**src/rtl/conv_column_feeder_pkg.sv**
```systemverilog
// Shared constants and FSM encoding for the conv_2d column feeder.
package conv_column_feeder_pkg;

    // Default pixel / coefficient width
    localparam int CONV_DATA_W = 8;

    // Number of kernel taps in a 3x3 window
    localparam int KNL_TAPS = 9;

    // Slice index of kN inside the packed kernel word (kN at index N-1)
    localparam int K1_IDX = 0;
    localparam int K2_IDX = 1;
    localparam int K3_IDX = 2;
    localparam int K4_IDX = 3;
    localparam int K5_IDX = 4;
    localparam int K6_IDX = 5;
    localparam int K7_IDX = 6;
    localparam int K8_IDX = 7;
    localparam int K9_IDX = 8;

    // Feeder sequencing states
    typedef enum logic [2:0] {
        ST_IDLE   = 3'd0,
        ST_KNL0   = 3'd1,
        ST_KNL1   = 3'd2,
        ST_KNL2   = 3'd3,
        ST_STREAM = 3'd4,
        ST_DONE   = 3'd5
    } state_t;

endpackage

```
**src/rtl/conv_column_feeder_if.sv**
```systemverilog
// Pixel-in / window-column-out bundle between a pixel source, the feeder and conv_2d.
interface conv_column_feeder_if #(
    parameter int DATA_W = 8
);
    logic [DATA_W-1:0] i_pixel;
    logic              i_valid;
    logic              o_ready;
    logic              o_load_knl;
    logic [DATA_W-1:0] o_data1;
    logic [DATA_W-1:0] o_data2;
    logic [DATA_W-1:0] o_data3;
    logic              o_strobe;
    logic              o_data_valid;

    // Source / observer side
    modport master (
        output i_pixel, i_valid,
        input  o_ready, o_load_knl, o_data1, o_data2, o_data3, o_strobe, o_data_valid
    );

    // Feeder side
    modport slave (
        input  i_pixel, i_valid,
        output o_ready, o_load_knl, o_data1, o_data2, o_data3, o_strobe, o_data_valid
    );
endinterface

```
**src/rtl/conv_column_feeder_column_buffer.sv**
```systemverilog
// Two column stores indexed by row: buf_b holds column c-1, buf_a holds column c-2.
// A write at a row shifts that row's column-(c-1) pixel into the c-2 store.
module conv_column_feeder_column_buffer #(
    parameter int DEPTH  = 12,
    parameter int DATA_W = 8,
    parameter int AW     = 4
) (
    input  logic              clk,
    input  logic              wr_en,
    input  logic [AW-1:0]     addr,
    input  logic [DATA_W-1:0] wr_data,
    output logic [DATA_W-1:0] rd_a,
    output logic [DATA_W-1:0] rd_b
);

    logic [DATA_W-1:0] buf_a_r [DEPTH];
    logic [DATA_W-1:0] buf_b_r [DEPTH];

    // Read port returns the pre-write contents of the addressed row
    assign rd_a = buf_a_r[addr];
    assign rd_b = buf_b_r[addr];

    // Shift the addressed row by one column on every accepted pixel
    always_ff @(posedge clk) begin
        if (wr_en) begin
            buf_b_r[addr] <= wr_data;
            buf_a_r[addr] <= buf_b_r[addr];
        end
    end

endmodule

```
**src/rtl/conv_column_feeder.sv**
```systemverilog
// Feeds conv_2d: loads the 3x3 kernel as three triples, then streams three
// adjacent columns (c-2, c-1, c) of a column-major padded frame per beat.
module conv_column_feeder
    import conv_column_feeder_pkg::*;
#(
    parameter int IMAGE_HEIGHT    = 12,
    parameter int IMAGE_WIDTH     = 3,
    parameter int DATA_W          = CONV_DATA_W,
    parameter int VALID_ROW_START = 3
) (
    input  logic                         clk,
    input  logic                         i_nrst,
    input  logic                         i_start,
    input  logic [KNL_TAPS*DATA_W-1:0]   i_kernel,
    conv_column_feeder_if.slave          px,
    output logic                         o_busy,
    output logic                         o_frame_done
);

    localparam int RW = (IMAGE_HEIGHT > 1) ? $clog2(IMAGE_HEIGHT) : 1;
    localparam int CW = (IMAGE_WIDTH > 1) ? $clog2(IMAGE_WIDTH) : 1;

    localparam logic [RW-1:0] ROW_LAST   = RW'(IMAGE_HEIGHT - 1);
    localparam logic [RW-1:0] ROW_VALID  = RW'(VALID_ROW_START);
    localparam logic [CW-1:0] COL_LAST   = CW'(IMAGE_WIDTH - 1);
    localparam logic [CW-1:0] COL_BEAT0  = CW'(2);

    // Only k1..k6 need holding; k7..k9 go out on the start cycle itself
    localparam int KHOLD_W = K7_IDX * DATA_W;

    state_t             state_r;
    logic [RW-1:0]      row_r;
    logic [CW-1:0]      col_r;
    logic [KHOLD_W-1:0] kernel_r;

    logic               accept_s;
    logic [DATA_W-1:0]  col_a_s;
    logic [DATA_W-1:0]  col_b_s;

    // A pixel is taken only while streaming with both sides ready
    assign accept_s = (state_r == ST_STREAM) && px.i_valid && px.o_ready;

    conv_column_feeder_column_buffer #(
        .DEPTH  (IMAGE_HEIGHT),
        .DATA_W (DATA_W),
        .AW     (RW)
    ) u_column_buffer (
        .clk     (clk),
        .wr_en   (accept_s),
        .addr    (row_r),
        .wr_data (px.i_pixel),
        .rd_a    (col_a_s),
        .rd_b    (col_b_s)
    );

    // Sequencer, row/column counters and all registered outputs
    always_ff @(posedge clk or negedge i_nrst) begin
        if (!i_nrst) begin
            state_r         <= ST_IDLE;
            row_r           <= '0;
            col_r           <= '0;
            kernel_r        <= '0;
            px.o_ready      <= 1'b0;
            px.o_load_knl   <= 1'b0;
            px.o_data1      <= '0;
            px.o_data2      <= '0;
            px.o_data3      <= '0;
            px.o_strobe     <= 1'b0;
            px.o_data_valid <= 1'b0;
            o_busy          <= 1'b0;
            o_frame_done    <= 1'b0;
        end else begin
            case (state_r)
                ST_IDLE: begin
                    px.o_ready      <= 1'b0;
                    px.o_strobe     <= 1'b0;
                    px.o_data_valid <= 1'b0;
                    o_frame_done    <= 1'b0;
                    if (i_start) begin
                        kernel_r      <= i_kernel[KHOLD_W-1:0];
                        px.o_load_knl <= 1'b1;
                        px.o_data1    <= i_kernel[K9_IDX*DATA_W +: DATA_W];
                        px.o_data2    <= i_kernel[K8_IDX*DATA_W +: DATA_W];
                        px.o_data3    <= i_kernel[K7_IDX*DATA_W +: DATA_W];
                        o_busy        <= 1'b1;
                        row_r         <= '0;
                        col_r         <= '0;
                        state_r       <= ST_KNL0;
                    end else begin
                        px.o_load_knl <= 1'b0;
                        o_busy        <= 1'b0;
                    end
                end
                ST_KNL0: begin
                    px.o_data1 <= kernel_r[K6_IDX*DATA_W +: DATA_W];
                    px.o_data2 <= kernel_r[K5_IDX*DATA_W +: DATA_W];
                    px.o_data3 <= kernel_r[K4_IDX*DATA_W +: DATA_W];
                    state_r    <= ST_KNL1;
                end
                ST_KNL1: begin
                    px.o_data1 <= kernel_r[K3_IDX*DATA_W +: DATA_W];
                    px.o_data2 <= kernel_r[K2_IDX*DATA_W +: DATA_W];
                    px.o_data3 <= kernel_r[K1_IDX*DATA_W +: DATA_W];
                    state_r    <= ST_KNL2;
                end
                ST_KNL2: begin
                    px.o_load_knl <= 1'b0;
                    px.o_ready    <= 1'b1;
                    state_r       <= ST_STREAM;
                end
                ST_STREAM: begin
                    if (accept_s) begin
                        // Columns 0 and 1 only prime the buffers
                        if (col_r >= COL_BEAT0) begin
                            px.o_data1      <= col_a_s;
                            px.o_data2      <= col_b_s;
                            px.o_data3      <= px.i_pixel;
                            px.o_strobe     <= 1'b1;
                            px.o_data_valid <= (row_r >= ROW_VALID);
                        end else begin
                            px.o_strobe     <= 1'b0;
                            px.o_data_valid <= 1'b0;
                        end
                        if (row_r == ROW_LAST) begin
                            row_r <= '0;
                            if (col_r == COL_LAST) begin
                                col_r        <= '0;
                                px.o_ready   <= 1'b0;
                                o_frame_done <= 1'b1;
                                state_r      <= ST_DONE;
                            end else begin
                                col_r <= col_r + CW'(1);
                            end
                        end else begin
                            row_r <= row_r + RW'(1);
                        end
                    end else begin
                        px.o_strobe     <= 1'b0;
                        px.o_data_valid <= 1'b0;
                    end
                end
                ST_DONE: begin
                    px.o_strobe     <= 1'b0;
                    px.o_data_valid <= 1'b0;
                    o_frame_done    <= 1'b0;
                    o_busy          <= 1'b0;
                    state_r         <= ST_IDLE;
                end
                default: begin
                    px.o_ready      <= 1'b0;
                    px.o_load_knl   <= 1'b0;
                    px.o_strobe     <= 1'b0;
                    px.o_data_valid <= 1'b0;
                    o_busy          <= 1'b0;
                    o_frame_done    <= 1'b0;
                    state_r         <= ST_IDLE;
                end
            endcase
        end
    end

endmodule

```
**src/flat_wrapper.sv**
```systemverilog
// flat-port wrapper written by rule: the top's interface ports become plain ports
module conv_column_feeder_flat import conv_column_feeder_pkg::*;
#(
    parameter int IMAGE_HEIGHT    = 12,
    parameter int IMAGE_WIDTH     = 3,
    parameter int DATA_W          = CONV_DATA_W,
    parameter int VALID_ROW_START = 3
)
  (clk, i_nrst, i_start, i_kernel, o_busy, o_frame_done, px_i_pixel, px_i_valid, px_o_ready, px_o_load_knl, px_o_data1, px_o_data2, px_o_data3, px_o_strobe, px_o_data_valid);
  conv_column_feeder_if #(.DATA_W(DATA_W)) px_i ();
  input  logic clk;
  input  logic i_nrst;
  input  logic i_start;
  input  logic [KNL_TAPS*DATA_W-1:0] i_kernel;
  output logic o_busy;
  output logic o_frame_done;
  input wire logic [$bits(px_i.i_pixel)-1:0] px_i_pixel;
  input wire logic [$bits(px_i.i_valid)-1:0] px_i_valid;
  output wire logic [$bits(px_i.o_ready)-1:0] px_o_ready;
  output wire logic [$bits(px_i.o_load_knl)-1:0] px_o_load_knl;
  output wire logic [$bits(px_i.o_data1)-1:0] px_o_data1;
  output wire logic [$bits(px_i.o_data2)-1:0] px_o_data2;
  output wire logic [$bits(px_i.o_data3)-1:0] px_o_data3;
  output wire logic [$bits(px_i.o_strobe)-1:0] px_o_strobe;
  output wire logic [$bits(px_i.o_data_valid)-1:0] px_o_data_valid;
  assign px_i.i_pixel = px_i_pixel;
  assign px_i.i_valid = px_i_valid;
  assign px_o_ready = px_i.o_ready;
  assign px_o_load_knl = px_i.o_load_knl;
  assign px_o_data1 = px_i.o_data1;
  assign px_o_data2 = px_i.o_data2;
  assign px_o_data3 = px_i.o_data3;
  assign px_o_strobe = px_i.o_strobe;
  assign px_o_data_valid = px_i.o_data_valid;
  conv_column_feeder #(.IMAGE_HEIGHT(IMAGE_HEIGHT), .IMAGE_WIDTH(IMAGE_WIDTH), .DATA_W(DATA_W), .VALID_ROW_START(VALID_ROW_START)) u_core (.clk(clk), .i_nrst(i_nrst), .i_start(i_start), .i_kernel(i_kernel), .px(px_i), .o_busy(o_busy), .o_frame_done(o_frame_done));
endmodule
```
**config.mk**
```make
export PLATFORM = sky130hd
export DESIGN_NAME = conv_column_feeder_flat
export DESIGN_NICKNAME = d
export VERILOG_FILES = /design/src/rtl/conv_column_feeder_pkg.sv /design/src/rtl/conv_column_feeder_if.sv /design/src/rtl/conv_column_feeder_column_buffer.sv /design/src/rtl/conv_column_feeder.sv /design/src/flat_wrapper.sv
export SDC_FILE = /design/constraint.sdc
export NUM_CORES = 1
export LEC_CHECK = 0
export CAP_MARGIN = 20
export CELL_PAD_IN_SITES_DETAIL_PLACEMENT = 1
export CELL_PAD_IN_SITES_GLOBAL_PLACEMENT = 2
export CORE_MARGIN = 1
export CORE_UTILIZATION = 30
export CTS_CLUSTER_SIZE = 30
export DETAILED_ROUTE_END_ITERATION = 6
export PLACE_DENSITY = 0.64
export SLEW_MARGIN = 10
export SYNTH_ARGS = -nofsm -noshare
export SYNTH_HDL_FRONTEND = slang
export SYNTH_HIERARCHICAL = 1
export SYNTH_SLANG_ARGS = --single-unit
```
**constraint.sdc**
```tcl
create_clock -name clk -period 4.2 [get_ports clk]
set_clock_uncertainty 0.05 [all_clocks]
set_input_delay 0.84 -clock clk [delete_from_list [all_inputs] [get_ports clk]]
set_output_delay 0.84 -clock clk [all_outputs]
set_load 0.1 [all_outputs]
```
[Yosys cells after proc, flatten, opt, wreduce, memory -nomap -nowiden]
Memory sizes are Yosys's and may differ from the RTL's.
Index checks and enable logic that the tools add are counted.
Cells by class
  $add $sub $neg: 2
  order comparisons: 2
  eq/ne operators: 12
  muxes and demuxes: 45
  bitwise operators: 2
  reduce and logical (&&, ||, !) cells: 16
Operator list (count)
  8-bit case mux with 4 select lines: 3
  8-bit two-way mux: 9
  4-bit AND reduction: 5
  3-bit case mux with 5 select lines: 1
  1-bit two-way mux: 13
  3-bit two-way mux: 4
  4-bit two-way mux: 3
  1-bit case mux with 2 select lines: 5
  2-bit two-way mux: 4
  2-bit != test, second input constant: 4
  4-bit case mux with 2 select lines: 1
  4-bit OR reduction: 2
  3-bit by 2-bit equality test with 1-bit output, second input constant: 2
  3-bit equality test, second input constant: 2
  3-bit OR reduction: 2
  4-bit by 1-bit adder with 4-bit output, second input constant: 1
  4-bit equality test, second input constant: 1
  4-bit by 2-bit greater-or-equal comparator with 1-bit output, second input constant: 1
  2-bit case mux with 2 select lines: 1
  4-bit nonzero test: 1
  3-bit by 1-bit equality test with 1-bit output, second input constant: 1
  3-bit zero test: 1
  1-bit case mux with 3 select lines: 1
  3-bit AND reduction: 1
  8 further kinds: 10
Storage, ports and cells
  flip-flop bits (word level): 87
  memory bits (writable): 192
  input port bits: 84
  output and inout port bits: 30
  logic and storage cells: 94
  memories kept: 2
Memory list
  u_core.u_column_buffer.buf_a_r: words 12, width 8, rd ports 1, clocked after Yosys merged registers in 0, write ports 1, RTL line conv_column_feeder_column_buffer.sv:16  | logic [DATA_W-1:0] buf_a_r [DEPTH];
  u_core.u_column_buffer.buf_b_r: words 12, width 8, rd ports 1, clocked after Yosys merged registers in 0, write ports 1, RTL line conv_column_feeder_column_buffer.sv:17  | logic [DATA_W-1:0] buf_b_r [DEPTH];

[Depth between registers and ports, before layout]
  depth after elaboration: 5
  gate-level depth with buffers: 10
  gate-level depth less buffers: 7

[By module]
The synthesis kept the hierarchy.
By module, submodules not included
  conv_column_feeder_column_buffer: instances 1, cells each 381, area each 7613.6 µm², sequential area each 5765.5 µm²
  conv_column_feeder: instances 1, cells each 368, area each 4117.7 µm², sequential area each 2177.1 µm²

[Worst setup path before layout]
OpenSTA, ideal clock, no wires.
  kind: register to register
  start: reg u_core.px.o_ready
  end: mem u_core.u_column_buffer.buf_a_r[0][0], enable pin
  setup time: 409 ps
  arrival time: 2920 ps
  data required time: 3741 ps
  path slack: 820 ps
  cell stages (with the launch flop): 4
  buffers on the path: 0
  period minus slack after synthesis: 3380 ps
  cells stage by stage: dfrtp_1 > and3_1 > or3b_2 > nor3_1
On the way
  cells in the longest elaborated chain, start to end: 3
RTL lines
  start, declared: RTL line conv_column_feeder_if.sv:24  | output o_ready, o_load_knl, o_data1, o_data2, o_data3, o_strobe, o_data_valid
  start signal, assigned: RTL line conv_column_feeder.sv:63  | px.o_ready <= 1'b0;
  start signal, assigned: RTL line conv_column_feeder.sv:75  | px.o_ready <= 1'b0;
  start signal, assigned: RTL line conv_column_feeder.sv:108  | px.o_ready <= 1'b1;
  1-bit logical AND: RTL line conv_column_feeder.sv:41  | assign accept_s = (state_r == ST_STREAM) && px.i_valid && px.o_ready;
  net u_core.accept_s: RTL line conv_column_feeder.sv:36  | logic accept_s;
  1-bit two-way mux: RTL line conv_column_feeder_column_buffer.sv:25  | if (wr_en) begin
  1-bit two-way mux (implied by the code): RTL line conv_column_feeder_column_buffer.sv:27  | buf_a_r[addr] <= buf_b_r[addr];
  end, declared: RTL line conv_column_feeder_column_buffer.sv:16
The timed path passes the listed nets, and every way through them passes these cells.

[Final worst setup path]
  start: reg u_core.px.o_ready
  end: out px_o_ready
RTL lines
  end, declared: RTL line flat_wrapper.sv:19  | output wire logic [$bits(px_i.o_ready)-1:0] px_o_ready;
No word-level cell between the ends.

==> flow_summary.toml <==
[status]
status = "completed"

[route]
vias = 6819
vias_per_cell = 4.765
dr.pass1.iters = 6
wl_mm = 31.08
wl_per_cell_um = 21.72
ant_nets = 0
drtIter0Drc = 333
drc = 0

[cts]
cts_buffers = 30
cts_sinks = 279
hold_buffers = 0
clkSlewWorstSetupHoldPaths_ns = 0.06
cts_resized = 0
cts_tree = "yes"
cts_setup_buffers = 0
cts.path.max_buffers = 3
worst_skew_pair.late_latency_ns = 0.55
root_buffer = "clkbuf_16"
htree_levels = 1

[power]
power_w = 0.01029
power_density_nw_per_um2 = 706.5
peakVddDrop_uv = 363.0
power_leakage_nw = 5.010

[synthesis]
yosysMostFrequentCell = "edfxtp_1"
synth_cell_types = 54
netlist.area_leader.share_pct = 49.15
synth_edf_count = 192
synthTopCellsByArea = "edfxtp_1, dfrtp_1, mux2_2, mux4_2, mux2i_1"
yosys_warnings = 6
netlist_instances = 749
synthArstFlopShare_pct = 31.18
netlist_area_um2 = 11730
postSynthAreaPerCell_um2 = 15.66
synth.yosys.seq_area_share_pct = 67.70
synth_nets = 834
ys_seq_elements = 279
ys.flop_type = "edfxtp_1"
synth_common_cells = "edfxtp_1, dfrtp_1, mux2_2"
yosysTopAreaCell = "edfxtp_1"

[cells_and_area]
syn2layout_area_growth_pct = 24.11
fill_cells = 3930
drive_above_1_share_pct = 23.33
nNetsFinal = 974
diodes = 0

[worst_setup_path]
path_cells = "clkdlybuf4s50_1"
cp-end-kind = "output port"
reg2reg_depth = 7
regToRegSetupSlack_ns = 1.29
worst_path_max_delay_cell = "clkdlybuf4s50_1"
crit_path_max_incr_delay_ns = 1.19
worstPathMaxFanout = 8
path_delay_family = "buffers and inverters"
cp_num_cells = 1
cp_num_buf_inv = 1
crit_type = "reg -> out"
crit_arrival_ns = 2.25
critPathLaunch = "u_core/px.o_ready$_DFFE_PN0P_"
startpoint_type = "flip-flop"
crit_required_ns = 3.31
r2r-end = "u_core/px.o_data2[3]$_DFFE_PN0P_"
r2r-start = "u_core/row_r[1]$_DFFE_PN0P_"
endpoint = "px_o_ready"

[min_path]
hold_path.class = "in -> async"

[grt]
grt_usage_pct = 15.81
grt_pass1_vias = 7422
grt_first_pass_wirelength_mm = 46.57
grt_use_met3_pct = 1.899
grt_max_degree = 57
grt.overflow.total = 0
antenna_found_initial = 1
grt.met1_usage_pct = 21.55
grtUsageMet2_pct = 27.07
top_usage_layer = "met2"

[sta]
setup_viol = 0
fin_crit_sh_pct = 74.66
rsz0062_at_grt = "no"
hold_viol = 0
tns_ns = 0
max_freq_mhz = 318.9
slew_headroom_pct = 31.13
min_period_ns = 3.136
tightest_slew_ns = 1.030
maxSlewViolCount = 0

[die]
dieArea_um2 = 39900
core-area_um2 = 38650
die_y_um = 199.7
fp-row-count = 72
start_util_pct = 30.35
die_w_um = 199.7
io_pins = 114

[job]
maxCapViolations = 0

[placed_design]
finalWeightedCongestion = 0.7537
portBuffers = 113
dp_hpwl_mm = 21.00
==> through the flow <==
stage                     setup WS, ns  util [%]  area (µm²)  cells  hold WS, ns
after global routing            0.9675     37.67       14560   1431       0.3158
final                            1.064     37.67       14560   1431       0.2802
after floorplan                 0.8204         -       11730    749       0.4091
after global placement          0.9530     35.02       13530   1375       0.4134
after CTS                        1.017     37.67       14560   1431       0.2850
after detailed placement        0.8999     35.02       13530   1375       0.4198
==> cell families (layout without fill, tap and decap cells) <==
| kind of cell | Yosys count | after routing | share of synthesized area, % |
|---|---|---|---|
| xor+xnor | 1 | 1 | 0.07467 |
| flops | 279 | 279 | 67.70 |
| fa+ha+maj | 1 | 1 | 0.1066 |
| buf+inv | 60 | 224 | 3.349 |
| compound gates | 154 | 154 | 10.38 |
| simple gates | 128 | 128 | 5.109 |
| mux | 126 | 126 | 13.28 |
==> layout by cell type (no fill, tap or decap), types with 6 or more instances in the layout <==
cell type	count
nand3b_1	6
a22o_1	18
clkdlybuf4s50_1	112
buf_4	47
nand2b_1	10
clkbuf_1	11
clkbuf_16	31
edfxtp_1	192
dfrtp_1	85
mux2i_1	33
mux4_2	16
nor2_1	34
o22a_1	20
o22ai_1	35
o31ai_1	21
nand2_1	56
inv_1	8
o21ai_0	18
o31ai_2	16
mux2_2	74
==> power breakdown <==
group / switching (W) / internal (W)
combinational: 0.00237 / 0.00138
clock: 0.00108 / 0.00168
sequential: 0.000337 / 0.00344
==> worst min path at each step <==
stage	from	end	cells after the start
final	i_nrst	u_core/kernel_r[36]$_DFFE_PN0P_	1
after global routing	i_nrst	u_core/kernel_r[36]$_DFFE_PN0P_	1
after CTS	i_nrst	u_core/kernel_r[36]$_DFFE_PN0P_	1
after detailed placement	u_core/px.o_data3[1]$_DFFE_PN0P_	u_core/px.o_data3[1]$_DFFE_PN0P_	2
after global placement	u_core/px.o_data3[3]$_DFFE_PN0P_	u_core/px.o_data3[3]$_DFFE_PN0P_	2
after floorplan	u_core/kernel_r[10]$_DFFE_PN0P_	u_core/kernel_r[10]$_DFFE_PN0P_	1
==> state kept, by name, indices dropped and copies added (netlist names) <==
signal	cells
u_core/u_column_buffer/buf_a_r	96
u_core/o_frame_done	1
u_core/px.o_ready	1
u_core/px.o_load_knl	1
u_core/px.o_data3	8
u_core/px.o_data1	8
u_core/row_r	4
u_core/o_busy	1
u_core/px.o_data2	8
u_core/px.o_strobe	1
u_core/u_column_buffer/buf_b_r	96
u_core/px.o_data_valid	1
u_core/kernel_r	48
u_core/state_r	3
u_core/col_r	2
==> layout make-up <==
class	instances	area, µm²	share of cell area, %
repair buffers	160	1494	10.26
clock inverters	13	196.4	1.349
multi-input cells	410	3413	23.44
clock buffers	43	830.8	5.706
well taps	518	648.1	4.451
flip-flops and latches	279	7948	54.58
inverters	8	30.03	0.2062
==> metal layers <==
metal,vias to the layer above,wire [µm]
met5,-,0
met4,0,372
met3,26,1332
met2,123,15560
met1,3486,13820
li1,3184,-
Power figures use the tool's default switching activity.
